<file path="src/rtl/alu_seq_pkg.sv">
// Shared constants, state encoding and helpers for the ALU request sequencer.
// The ALU command codes live here so the ALU itself can import the same values.
package alu_seq_pkg;

    localparam logic [2:0] OP_ADD = 3'd0;
    localparam logic [2:0] OP_SUB = 3'd1;
    localparam logic [2:0] OP_AND = 3'd2;
    localparam logic [2:0] OP_MUL = 3'd3;
    localparam logic [2:0] OP_DIV = 3'd4;

    localparam logic [2:0] ALU_ADD = 3'd0;
    localparam logic [2:0] ALU_SUB = 3'd1;
    localparam logic [2:0] ALU_AND = 3'd2;
    localparam logic [2:0] ALU_MP0 = 3'd3;
    localparam logic [2:0] ALU_MP1 = 3'd4;
    localparam logic [2:0] ALU_DV0 = 3'd5;
    localparam logic [2:0] ALU_DV1 = 3'd6;

    localparam logic [14:0] ERR_WORD = 15'h7FFF;

    typedef enum logic [1:0] {
        ST_IDLE   = 2'd0,
        ST_ISSUE1 = 2'd1,
        ST_ISSUE2 = 2'd2,
        ST_RESP   = 2'd3
    } state_t;

    // The ALU sees operands as 16-bit words with the value in bits 15:1.
    function automatic logic [15:0] packOperand(input logic [14:0] operand);
        return {operand, 1'b0};
    endfunction

    function automatic logic isTwoPhase(input logic [2:0] op);
        return (op == OP_MUL) || (op == OP_DIV);
    endfunction

    function automatic logic isErrorRequest(input logic [2:0] op, input logic [14:0] b);
        return (op > OP_DIV) || ((op == OP_DIV) && (b == 15'd0));
    endfunction

    function automatic logic [2:0] firstCommand(input logic [2:0] op);
        logic [2:0] cmd;
        case (op)
            OP_ADD:  cmd = ALU_ADD;
            OP_SUB:  cmd = ALU_SUB;
            OP_AND:  cmd = ALU_AND;
            OP_MUL:  cmd = ALU_MP0;
            OP_DIV:  cmd = ALU_DV0;
            default: cmd = ALU_ADD;
        endcase
        return cmd;
    endfunction

    function automatic logic [2:0] secondCommand(input logic [2:0] op);
        return (op == OP_MUL) ? ALU_MP1 : ALU_DV1;
    endfunction

endpackage

</file>
<file path="src/rtl/alu_sequencer_if.sv">
// Request, response and ALU-side signals of the sequencer bundled in one interface.
// The slave modport is the sequencer; the master modport is its surroundings.
interface alu_sequencer_if;

    logic        req_valid;
    logic        req_ready;
    logic [2:0]  req_op;
    logic [14:0] req_a;
    logic [14:0] req_b;

    logic        rsp_valid;
    logic        rsp_ready;
    logic [14:0] rsp_hi;
    logic [14:0] rsp_lo;
    logic        rsp_err;

    logic [2:0]  alu_command;
    logic [15:0] alu_a;
    logic [15:0] alu_b;
    logic [14:0] alu_result;

    modport slave (
        input  req_valid, req_op, req_a, req_b, rsp_ready, alu_result,
        output req_ready, rsp_valid, rsp_hi, rsp_lo, rsp_err,
               alu_command, alu_a, alu_b
    );

    modport master (
        output req_valid, req_op, req_a, req_b, rsp_ready, alu_result,
        input  req_ready, rsp_valid, rsp_hi, rsp_lo, rsp_err,
               alu_command, alu_a, alu_b
    );

endinterface

</file>
<file path="src/rtl/alu_sequencer.sv">
// Sequences one or two ALU commands per request, waits out the ALU settle time
// and returns the captured result words over a valid/ready response channel.
module alu_sequencer
    import alu_seq_pkg::*;
#(
    parameter int ALU_WAIT = 2
) (
    input  logic           clk,
    input  logic           reset,
    alu_sequencer_if.slave bus
);

    localparam int CW = $clog2(ALU_WAIT + 1);
    localparam logic [CW-1:0] LAST_COUNT = CW'(ALU_WAIT - 1);

    state_t        r_state;
    logic [CW-1:0] r_cnt;
    logic [2:0]    r_op;
    logic [14:0]   r_rspHi;
    logic [14:0]   r_rspLo;
    logic          r_rspErr;
    logic [2:0]    r_aluCmd;
    logic [15:0]   r_aluA;
    logic [15:0]   r_aluB;

    state_t        w_nextState;
    logic [CW-1:0] w_cnt;
    logic [2:0]    w_op;
    logic [14:0]   w_rspHi;
    logic [14:0]   w_rspLo;
    logic          w_rspErr;
    logic [2:0]    w_aluCmd;
    logic [15:0]   w_aluA;
    logic [15:0]   w_aluB;
    logic          w_lastEdge;

    assign w_lastEdge = (r_cnt == LAST_COUNT);

    always_ff @(posedge clk) begin
        if (reset) begin
            r_state  <= ST_IDLE;
            r_cnt    <= '0;
            r_op     <= OP_ADD;
            r_rspHi  <= '0;
            r_rspLo  <= '0;
            r_rspErr <= 1'b0;
            r_aluCmd <= ALU_ADD;
            r_aluA   <= '0;
            r_aluB   <= '0;
        end else begin
            r_state  <= w_nextState;
            r_cnt    <= w_cnt;
            r_op     <= w_op;
            r_rspHi  <= w_rspHi;
            r_rspLo  <= w_rspLo;
            r_rspErr <= w_rspErr;
            r_aluCmd <= w_aluCmd;
            r_aluA   <= w_aluA;
            r_aluB   <= w_aluB;
        end
    end

    // Error requests bypass the ALU entirely so its inputs keep their last command.
    always_comb begin
        w_nextState = r_state;
        w_cnt       = r_cnt;
        w_op        = r_op;
        w_rspHi     = r_rspHi;
        w_rspLo     = r_rspLo;
        w_rspErr    = r_rspErr;
        w_aluCmd    = r_aluCmd;
        w_aluA      = r_aluA;
        w_aluB      = r_aluB;

        case (r_state)
            ST_IDLE: begin
                if (bus.req_valid) begin
                    w_op = bus.req_op;
                    if (isErrorRequest(bus.req_op, bus.req_b)) begin
                        w_rspHi     = ERR_WORD;
                        w_rspLo     = ERR_WORD;
                        w_rspErr    = 1'b1;
                        w_nextState = ST_RESP;
                    end else begin
                        w_aluCmd    = firstCommand(bus.req_op);
                        w_aluA      = packOperand(bus.req_a);
                        w_aluB      = packOperand(bus.req_b);
                        w_cnt       = '0;
                        w_rspHi     = '0;
                        w_rspLo     = '0;
                        w_rspErr    = 1'b0;
                        w_nextState = ST_ISSUE1;
                    end
                end
            end

            ST_ISSUE1: begin
                if (w_lastEdge) begin
                    w_cnt = '0;
                    if (isTwoPhase(r_op)) begin
                        w_rspHi     = bus.alu_result;
                        w_aluCmd    = secondCommand(r_op);
                        w_nextState = ST_ISSUE2;
                    end else begin
                        w_rspLo     = bus.alu_result;
                        w_nextState = ST_RESP;
                    end
                end else begin
                    w_cnt = r_cnt + 1'b1;
                end
            end

            ST_ISSUE2: begin
                if (w_lastEdge) begin
                    w_cnt       = '0;
                    w_rspLo     = bus.alu_result;
                    w_nextState = ST_RESP;
                end else begin
                    w_cnt = r_cnt + 1'b1;
                end
            end

            ST_RESP: begin
                if (bus.rsp_ready) begin
                    w_nextState = ST_IDLE;
                end
            end

            default: begin
                w_nextState = ST_IDLE;
            end
        endcase
    end

    assign bus.req_ready   = (r_state == ST_IDLE);
    assign bus.rsp_valid   = (r_state == ST_RESP);
    assign bus.rsp_hi      = r_rspHi;
    assign bus.rsp_lo      = r_rspLo;
    assign bus.rsp_err     = r_rspErr;
    assign bus.alu_command = r_aluCmd;
    assign bus.alu_a       = r_aluA;
    assign bus.alu_b       = r_aluB;

endmodule

</file>
<file path="src/flat_wrapper.sv">
// flat-port wrapper written by rule: the top's interface ports become plain ports
module alu_sequencer_flat import alu_seq_pkg::*;
#(
    parameter int ALU_WAIT = 2
)
  (clk, reset, bus_req_valid, bus_req_op, bus_req_a, bus_req_b, bus_rsp_ready, bus_alu_result, bus_req_ready, bus_rsp_valid, bus_rsp_hi, bus_rsp_lo, bus_rsp_err, bus_alu_command, bus_alu_a, bus_alu_b);
  alu_sequencer_if bus_i ();
  input  logic clk;
  input  logic reset;
  input wire logic [$bits(bus_i.req_valid)-1:0] bus_req_valid;
  input wire logic [$bits(bus_i.req_op)-1:0] bus_req_op;
  input wire logic [$bits(bus_i.req_a)-1:0] bus_req_a;
  input wire logic [$bits(bus_i.req_b)-1:0] bus_req_b;
  input wire logic [$bits(bus_i.rsp_ready)-1:0] bus_rsp_ready;
  input wire logic [$bits(bus_i.alu_result)-1:0] bus_alu_result;
  output wire logic [$bits(bus_i.req_ready)-1:0] bus_req_ready;
  output wire logic [$bits(bus_i.rsp_valid)-1:0] bus_rsp_valid;
  output wire logic [$bits(bus_i.rsp_hi)-1:0] bus_rsp_hi;
  output wire logic [$bits(bus_i.rsp_lo)-1:0] bus_rsp_lo;
  output wire logic [$bits(bus_i.rsp_err)-1:0] bus_rsp_err;
  output wire logic [$bits(bus_i.alu_command)-1:0] bus_alu_command;
  output wire logic [$bits(bus_i.alu_a)-1:0] bus_alu_a;
  output wire logic [$bits(bus_i.alu_b)-1:0] bus_alu_b;
  assign bus_i.req_valid = bus_req_valid;
  assign bus_i.req_op = bus_req_op;
  assign bus_i.req_a = bus_req_a;
  assign bus_i.req_b = bus_req_b;
  assign bus_i.rsp_ready = bus_rsp_ready;
  assign bus_i.alu_result = bus_alu_result;
  assign bus_req_ready = bus_i.req_ready;
  assign bus_rsp_valid = bus_i.rsp_valid;
  assign bus_rsp_hi = bus_i.rsp_hi;
  assign bus_rsp_lo = bus_i.rsp_lo;
  assign bus_rsp_err = bus_i.rsp_err;
  assign bus_alu_command = bus_i.alu_command;
  assign bus_alu_a = bus_i.alu_a;
  assign bus_alu_b = bus_i.alu_b;
  alu_sequencer #(.ALU_WAIT(ALU_WAIT)) u_core (.clk(clk), .reset(reset), .bus(bus_i));
endmodule
</file>
<file path="config.mk">
export PLATFORM = sky130hd
export DESIGN_NAME = alu_sequencer_flat
export DESIGN_NICKNAME = d
export VERILOG_FILES = /design/src/rtl/alu_seq_pkg.sv /design/src/rtl/alu_sequencer_if.sv /design/src/rtl/alu_sequencer.sv /design/src/flat_wrapper.sv
export SDC_FILE = /design/constraint.sdc
export NUM_CORES = 1
export LEC_CHECK = 0
export CAP_MARGIN = 20
export CORE_ASPECT_RATIO = 1.75
export CORE_MARGIN = 10
export CORE_UTILIZATION = 49
export CTS_BUF_LIST = sky130_fd_sc_hd__clkbuf_4 sky130_fd_sc_hd__clkbuf_8
export CTS_CLUSTER_DIAMETER = 40
export CTS_CLUSTER_SIZE = 25
export DETAILED_ROUTE_END_ITERATION = 12
export PLACE_DENSITY = 0.9
export SYNTH_ARGS = -nofsm -noshare
export SYNTH_HDL_FRONTEND = slang
export SYNTH_SLANG_ARGS = --single-unit
</file>
<file path="constraint.sdc">
create_clock -name clk -period 3.4 [get_ports clk]
set_clock_uncertainty 0.2 [all_clocks]
set_input_delay 1.02 -clock clk [delete_from_list [all_inputs] [get_ports clk]]
set_output_delay 1.02 -clock clk [all_outputs]
set_load 0.02 [all_outputs]
</file>
=== Yosys cells after proc, flatten, opt, wreduce, memory -nomap -nowiden ===
Index checks and enable logic that the tools add are counted.

* Register bits after elaboration: 71
* Logic and storage cells: 73

* Add/sub/neg operators: 1
* Order comparisons: 1
* Equal/unequal tests: 17
* Multiplexer cells: 28
* Bitwise logic cells: 1
* Reduce and logical (&&, ||, !) cells: 16

{| class="wikitable"
|+ Operators with widths
! operator !! count
|-
| $mux W15 || 7
|-
| $pmux W15 S3 || 1
|-
| $pmux W15 S2 || 1
|-
| $mux W2 || 9
|-
| $logic_not A15 Y1 || 1
|-
| $mux W3 || 4
|-
| $pmux W3 S4 || 1
|-
| $reduce_and A5 Y1 || 2
|-
| $eq A3 B2 Y1 const B || 3
|-
| $ne A2 B2 Y1 const B || 4
|-
| $pmux W2 S4 || 1
|-
| $reduce_and A4 Y1 || 2
|-
| $eq A3 B3 Y1 const B || 2
|-
| $ne A2 B1 Y1 const B || 3
|-
| $pmux W3 S2 || 1
|-
| $reduce_and A3 Y1 || 2
|-
| $eq A2 B1 Y1 const B || 2
|-
| $eq A2 B2 Y1 const B || 2
|-
| $pmux W2 S2 || 1
|-
| $reduce_bool A2 Y1 || 2
|-
| $eq A3 B1 Y1 const B || 1
|-
| $gt A3 B3 Y1 const B || 1
|-
| $reduce_bool A3 Y1 || 1
|-
| $add A2 B1 Y2 const B || 1
|-
| other kinds (7) || 9
|}

=== Longest topological paths before layout ===
Gate-level depths: netlist (run 1).

* Word-level depth: 6
* Gate-level depth with buffers: 7

=== Worst setup path after synthesis (run 1) ===
Ideal clock, no wire load.

* Kind: in2reg
* From: input port bus_req_b[10]
* To: register u_core.r_rspLo[0], in the netlist u_core.bus.rsp_lo[0]
* Setup time: 0.068 ns
* Data arrival time: 2.116 ns
* Required time: 3.132 ns
* Setup slack: 1.016 ns
* Stages on the path: 5
* Path through: nor4_2 -> a41o_2 -> o2111ai_4 -> buf_6 -> o2bb2ai_2

* Cells in the longest elaborated chain, start to end: 6

{| class="wikitable"
|+ Ends and longest elaborated chain
! element !! RTL line !! text
|-
| from (decl) || flat_wrapper.sv:13 || <nowiki>input wire logic [$bits(bus_i.req_b)-1:0] bus_req_b;</nowiki>
|-
| $logic_not A15 Y1 || alu_seq_pkg.sv:38 || <nowiki>return (op > OP_DIV) || ((op == OP_DIV) && (b == 15'd0));</nowiki>
|-
| $logic_and A1 B1 Y1 || alu_seq_pkg.sv:38 ||
|-
| $logic_or A1 B1 Y1 || alu_seq_pkg.sv:38 ||
|-
| $mux W15 || alu_sequencer.sv:79 || <nowiki>if (isErrorRequest(bus.req_op, bus.req_b)) begin</nowiki>
|-
| $mux W15 || alu_sequencer.sv:77 || <nowiki>if (bus.req_valid) begin</nowiki>
|-
| $pmux W15 S3 || alu_sequencer.sv:75 || <nowiki>case (r_state)</nowiki>
|-
| to (signal assigned) || alu_sequencer.sv:55 || <nowiki>r_rspLo <= w_rspLo;</nowiki>
|-
| to (decl) || alu_sequencer.sv:20 || <nowiki>logic [14:0] r_rspLo;</nowiki>
|}

No other way between the ends. The select of a mux whose other input is x is not followed.
A chain may end at the register's enable or synchronous reset.

=== Final worst setup path (run 1) ===
* From: register u_core.r_state[0]
* To: output port bus_req_ready

* Cells in the longest elaborated chain, start to end: 1

{| class="wikitable"
|+ Ends and longest elaborated chain
! element !! RTL line !! text
|-
| from (decl) || alu_sequencer.sv:16 || <nowiki>state_t r_state;</nowiki>
|-
| from (signal assigned) || alu_sequencer.sv:51 || <nowiki>r_state <= w_nextState;</nowiki>
|-
| $logic_not A2 Y1 || alu_sequencer.sv:135 || <nowiki>assign bus.req_ready = (r_state == ST_IDLE);</nowiki>
|-
| to (decl) || flat_wrapper.sv:16 || <nowiki>output wire logic [$bits(bus_i.req_ready)-1:0] bus_req_ready;</nowiki>
|}

No other way between the ends.

==> results.md, run 1 <==
- Main synth FF type: dfxtp_1
- DRT iter0 DRCs: 215
- Final setup fails: 0
- CTS Root Cell: clkbuf_8
- Die Wd: 80.65 µm
- I/O Pins: 120
- Max-Cap Viols: 0
- Total CTS buffers: 9
- Total grt overflow: 0
- Final min period: 3.093 ns
- Tightest Hold Check Type: flop to flop
- Fin Setup TNS: 0 ns
- Total vias in the final route: 2916
- Antenna diodes: 0
- Tot GR Track Use: 18.46%
- WP data arrival: 1.87 ns
- Yosys reg bits: 71
- Final Util: 73.32%
- WHS Endpoint: u_core.r_cnt[1]
- FF-to-FF path depth: 5
- Fill cells: 466
- Hpwl dp: 7.229 mm
- CP Max Fanout: 8
- HP Start: u_core.r_cnt[1]
- Kind of critical path: flop to output pin
- Global-route wire length before repair: 15.16 mm
- Synth warnings: 0
- Via density per instance: 5.554
- Number of global-route vias before repair: 3016
- Port Buffers: 117
- Ys async rst share: 0%
- Clock sink count: 71
- Endpoints failing hold: 0
- CTS Hold Buffers Added: 0
- Core box area: 6228 µm²
- 1st-pass router iterations: 4
- Die height: 126.1 µm
- Routed Antenna Nets: 0
- Setup Buffers After CTS: 0
- Starting density of the core: 50.64%
- Clk buf depth: 2
- Num rows: 38
- Synth unique cells: 46
- PD cells: 807.4 nW/µm²
- Yosys top cell by area: dfxtp_1
- CTS resizes: 0
- Max H-tree Level: 3
- Largest net degree at the start of global routing: 35
- DRT Wirelength: 9.545 mm
- Tcrit/Tclk final: 90.98%
- R2R Path End: u_core.bus.rsp_hi[2]
- Commonest cells post-synth: dfxtp_1 (71), a21oi_1 (40), nand3_1 (31), o21ai_0 (31), o2bb2ai_2 (20)
- Setup crit start: u_core.r_state[0]
- GPL Wtd Cong: 0.8158
- Max incr delay on CP: 0.68 ns
- Synthesized area: 3154 µm²
- Area grow syn2layout: 44.78%
- Sequential area share after synthesis: 45.06%
- Full die area: 10170 µm²
- Number of synthesized flops with an enable pin: 0
- CP max stage cell: clkdlybuf4s50_1
- DR DRC count: 0
- Final Max Tran Viols: 0
- Worst vdd ir: 0.4783 mV
- Worst-path clk slew: 0.07 ns
- Area contributors post-synth: dfxtp_1 (45%), o2bb2ai_2 (9.5%), a21oi_1 (6.3%), nand3_1 (4.9%), o21ai_0 (4.9%)
- Pleak: 1.654 nW
- Syn Inst Count: 329
- Initial antenna violation count: 0
- Fmax: 323.3 MHz
- Reg-to-Reg Start: u_core.r_state[1]
- Final nets: 497
- Worst rel slew slack: 34.47%
- Worst skew pair latency: 0.35 ns
- Syn Area/Cell: 9.587 µm²
- Status: completed
- Avg WL per Cell: 18.18 µm
- Critical Path Sink Type: output pin
- Top-count cell post-synth: dfxtp_1
- Worst-path cell chain: inv_1 -> ha_1 -> clkdlybuf4s50_1
- Flop-to-flop setup slack: 0.84 ns
- RSZ-0062 raised after global routing: false
- Layout cells sized above 1: 13.03%
- CTS tree: yes
- Critical path launch point type: flop
- Hold Path Cell Cnt: 2
- Slew @ Worst Pin: 0.9830 ns
- CP Data Required Time: 2.18 ns
- Yosys top cell area share: 45.06%
[power breakdown]
group / switching [mW] / total [mW] / leakage, nW / internal, mW
clock: 0.304 / 0.675 / 0.107 / 0.372
sequential: 0.149 / 1.20 / 0.582 / 1.05
combinational: 1.02 / 1.81 / 0.965 / 0.787
total: 1.48 / 3.69 / 1.65 / 2.21
[sequential cells by signal, summed over array words and instances, names as in the netlist]
name	count
u_core.bus.alu_a	15
u_core.bus.alu_b	15
u_core.bus.alu_command	3
u_core.bus.rsp_err	1
u_core.bus.rsp_hi	15
u_core.bus.rsp_lo	15
u_core.r_cnt	2
u_core.r_op	3
u_core.r_state	2
[metrics by stage]
stage | worst slack [ns] | hold WS [ns] | area (µm²) | power [mW] | instances
after detailed placement | 0.1310 | 0.2241 | 4369 | 3.037 | 509
after CTS | 0.3073 | 0.2338 | 4567 | 3.715 | 525
after global routing | 0.2414 | 0.2583 | 4567 | 3.900 | 525
final | 0.3067 | 0.2349 | 4567 | 3.687 | 525
after floorplan | 1.016 | 0.2069 | 3158 | 2.351 | 330
after global placement | 0.2455 | 0.2140 | 4369 | 2.980 | 509
[layer usage]
metal  part of all wire (%)  vias to the layer above  global-route usage, %
met1                     36                     1384                  18.32
met4                    1.4                        0                  6.039
met5                      0                        -                      0
li1                       -                     1409                      -
met3                    9.3                       12                  6.838
met2                     53                      111                  33.66
[worst max-delay path, delay by kind of cell, from the launching register on]
kind / cells / cell delay [ns]
buffers and inverters: 2 / 0.84
DFF: 1 / 0.36
adders and majority gates: 1 / 0.32
[how the worst max path moves through the flow]
stage / to / slack, ns / cells after the start
floorplan: u_core.bus.rsp_lo[0] / 1.02 / 5
global placement: u_core.bus.alu_a[15] / 0.25 / 6
detailed placement: u_core.bus.rsp_lo[9] / 0.13 / 5
CTS: bus_req_ready / 0.31 / 3
global route: bus_req_ready / 0.24 / 3
finish: bus_req_ready / 0.31 / 3
[layout by cell type, fill, tap and decap left out, types with 4 or more instances in the layout]
| cell | n |
|---|---|
| nand3_1 | 31 |
| nor2b_1 | 15 |
| nand2_1 | 15 |
| ha_1 | 5 |
| inv_1 | 6 |
| clkdlybuf4s50_1 | 117 |
| buf_4 | 8 |
| mux2i_1 | 4 |
| clkbuf_8 | 10 |
| o2bb2ai_2 | 20 |
| o2bb2ai_1 | 10 |
| nor2_1 | 19 |
| a21oi_1 | 40 |
| o21ai_0 | 31 |
| dfxtp_1 | 71 |
[cells by family (layout without fill, tap and decap cells)]
logic type | after synthesis | in the layout | synth area share, %
compound gates | 120 | 120 | 30.07
flops | 71 | 71 | 45.06
fa+ha+maj | 5 | 5 | 1.983
buf+inv | 33 | 148 | 4.878
other cells | 1 | 2 | 0.1189
mux | 5 | 5 | 1.745
simple gates | 94 | 94 | 16.15
[area by class of cell]
cell class	instances	area (µm²)	share of cell area, %
clock inverters	4	45.04	0.9863
flip-flops and latches	71	1421	31.12
well taps	80	100.1	2.192
multi-input cells	226	1590	34.82
inverters	7	26.28	0.5753
repair buffers	125	1231	26.96
clock buffers	12	152.6	3.342
(Power assumes the default switching activity.)
==> inputs of run 2 (changes only) <==
--- a/config.mk
+++ b/config.mk
@@ -10,10 +10,10 @@
 export CORE_MARGIN = 10
 export CORE_UTILIZATION = 49
 export CTS_BUF_LIST = sky130_fd_sc_hd__clkbuf_4 sky130_fd_sc_hd__clkbuf_8
-export CTS_CLUSTER_DIAMETER = 40
 export CTS_CLUSTER_SIZE = 25
 export DETAILED_ROUTE_END_ITERATION = 12
 export PLACE_DENSITY = 0.9
 export SYNTH_ARGS = -nofsm -noshare
 export SYNTH_HDL_FRONTEND = slang
 export SYNTH_SLANG_ARGS = --single-unit
+export TNS_END_PERCENT = 30
==> results of run 2 <==
No change in the layout: final DEF, timing and power equal those of run 1.
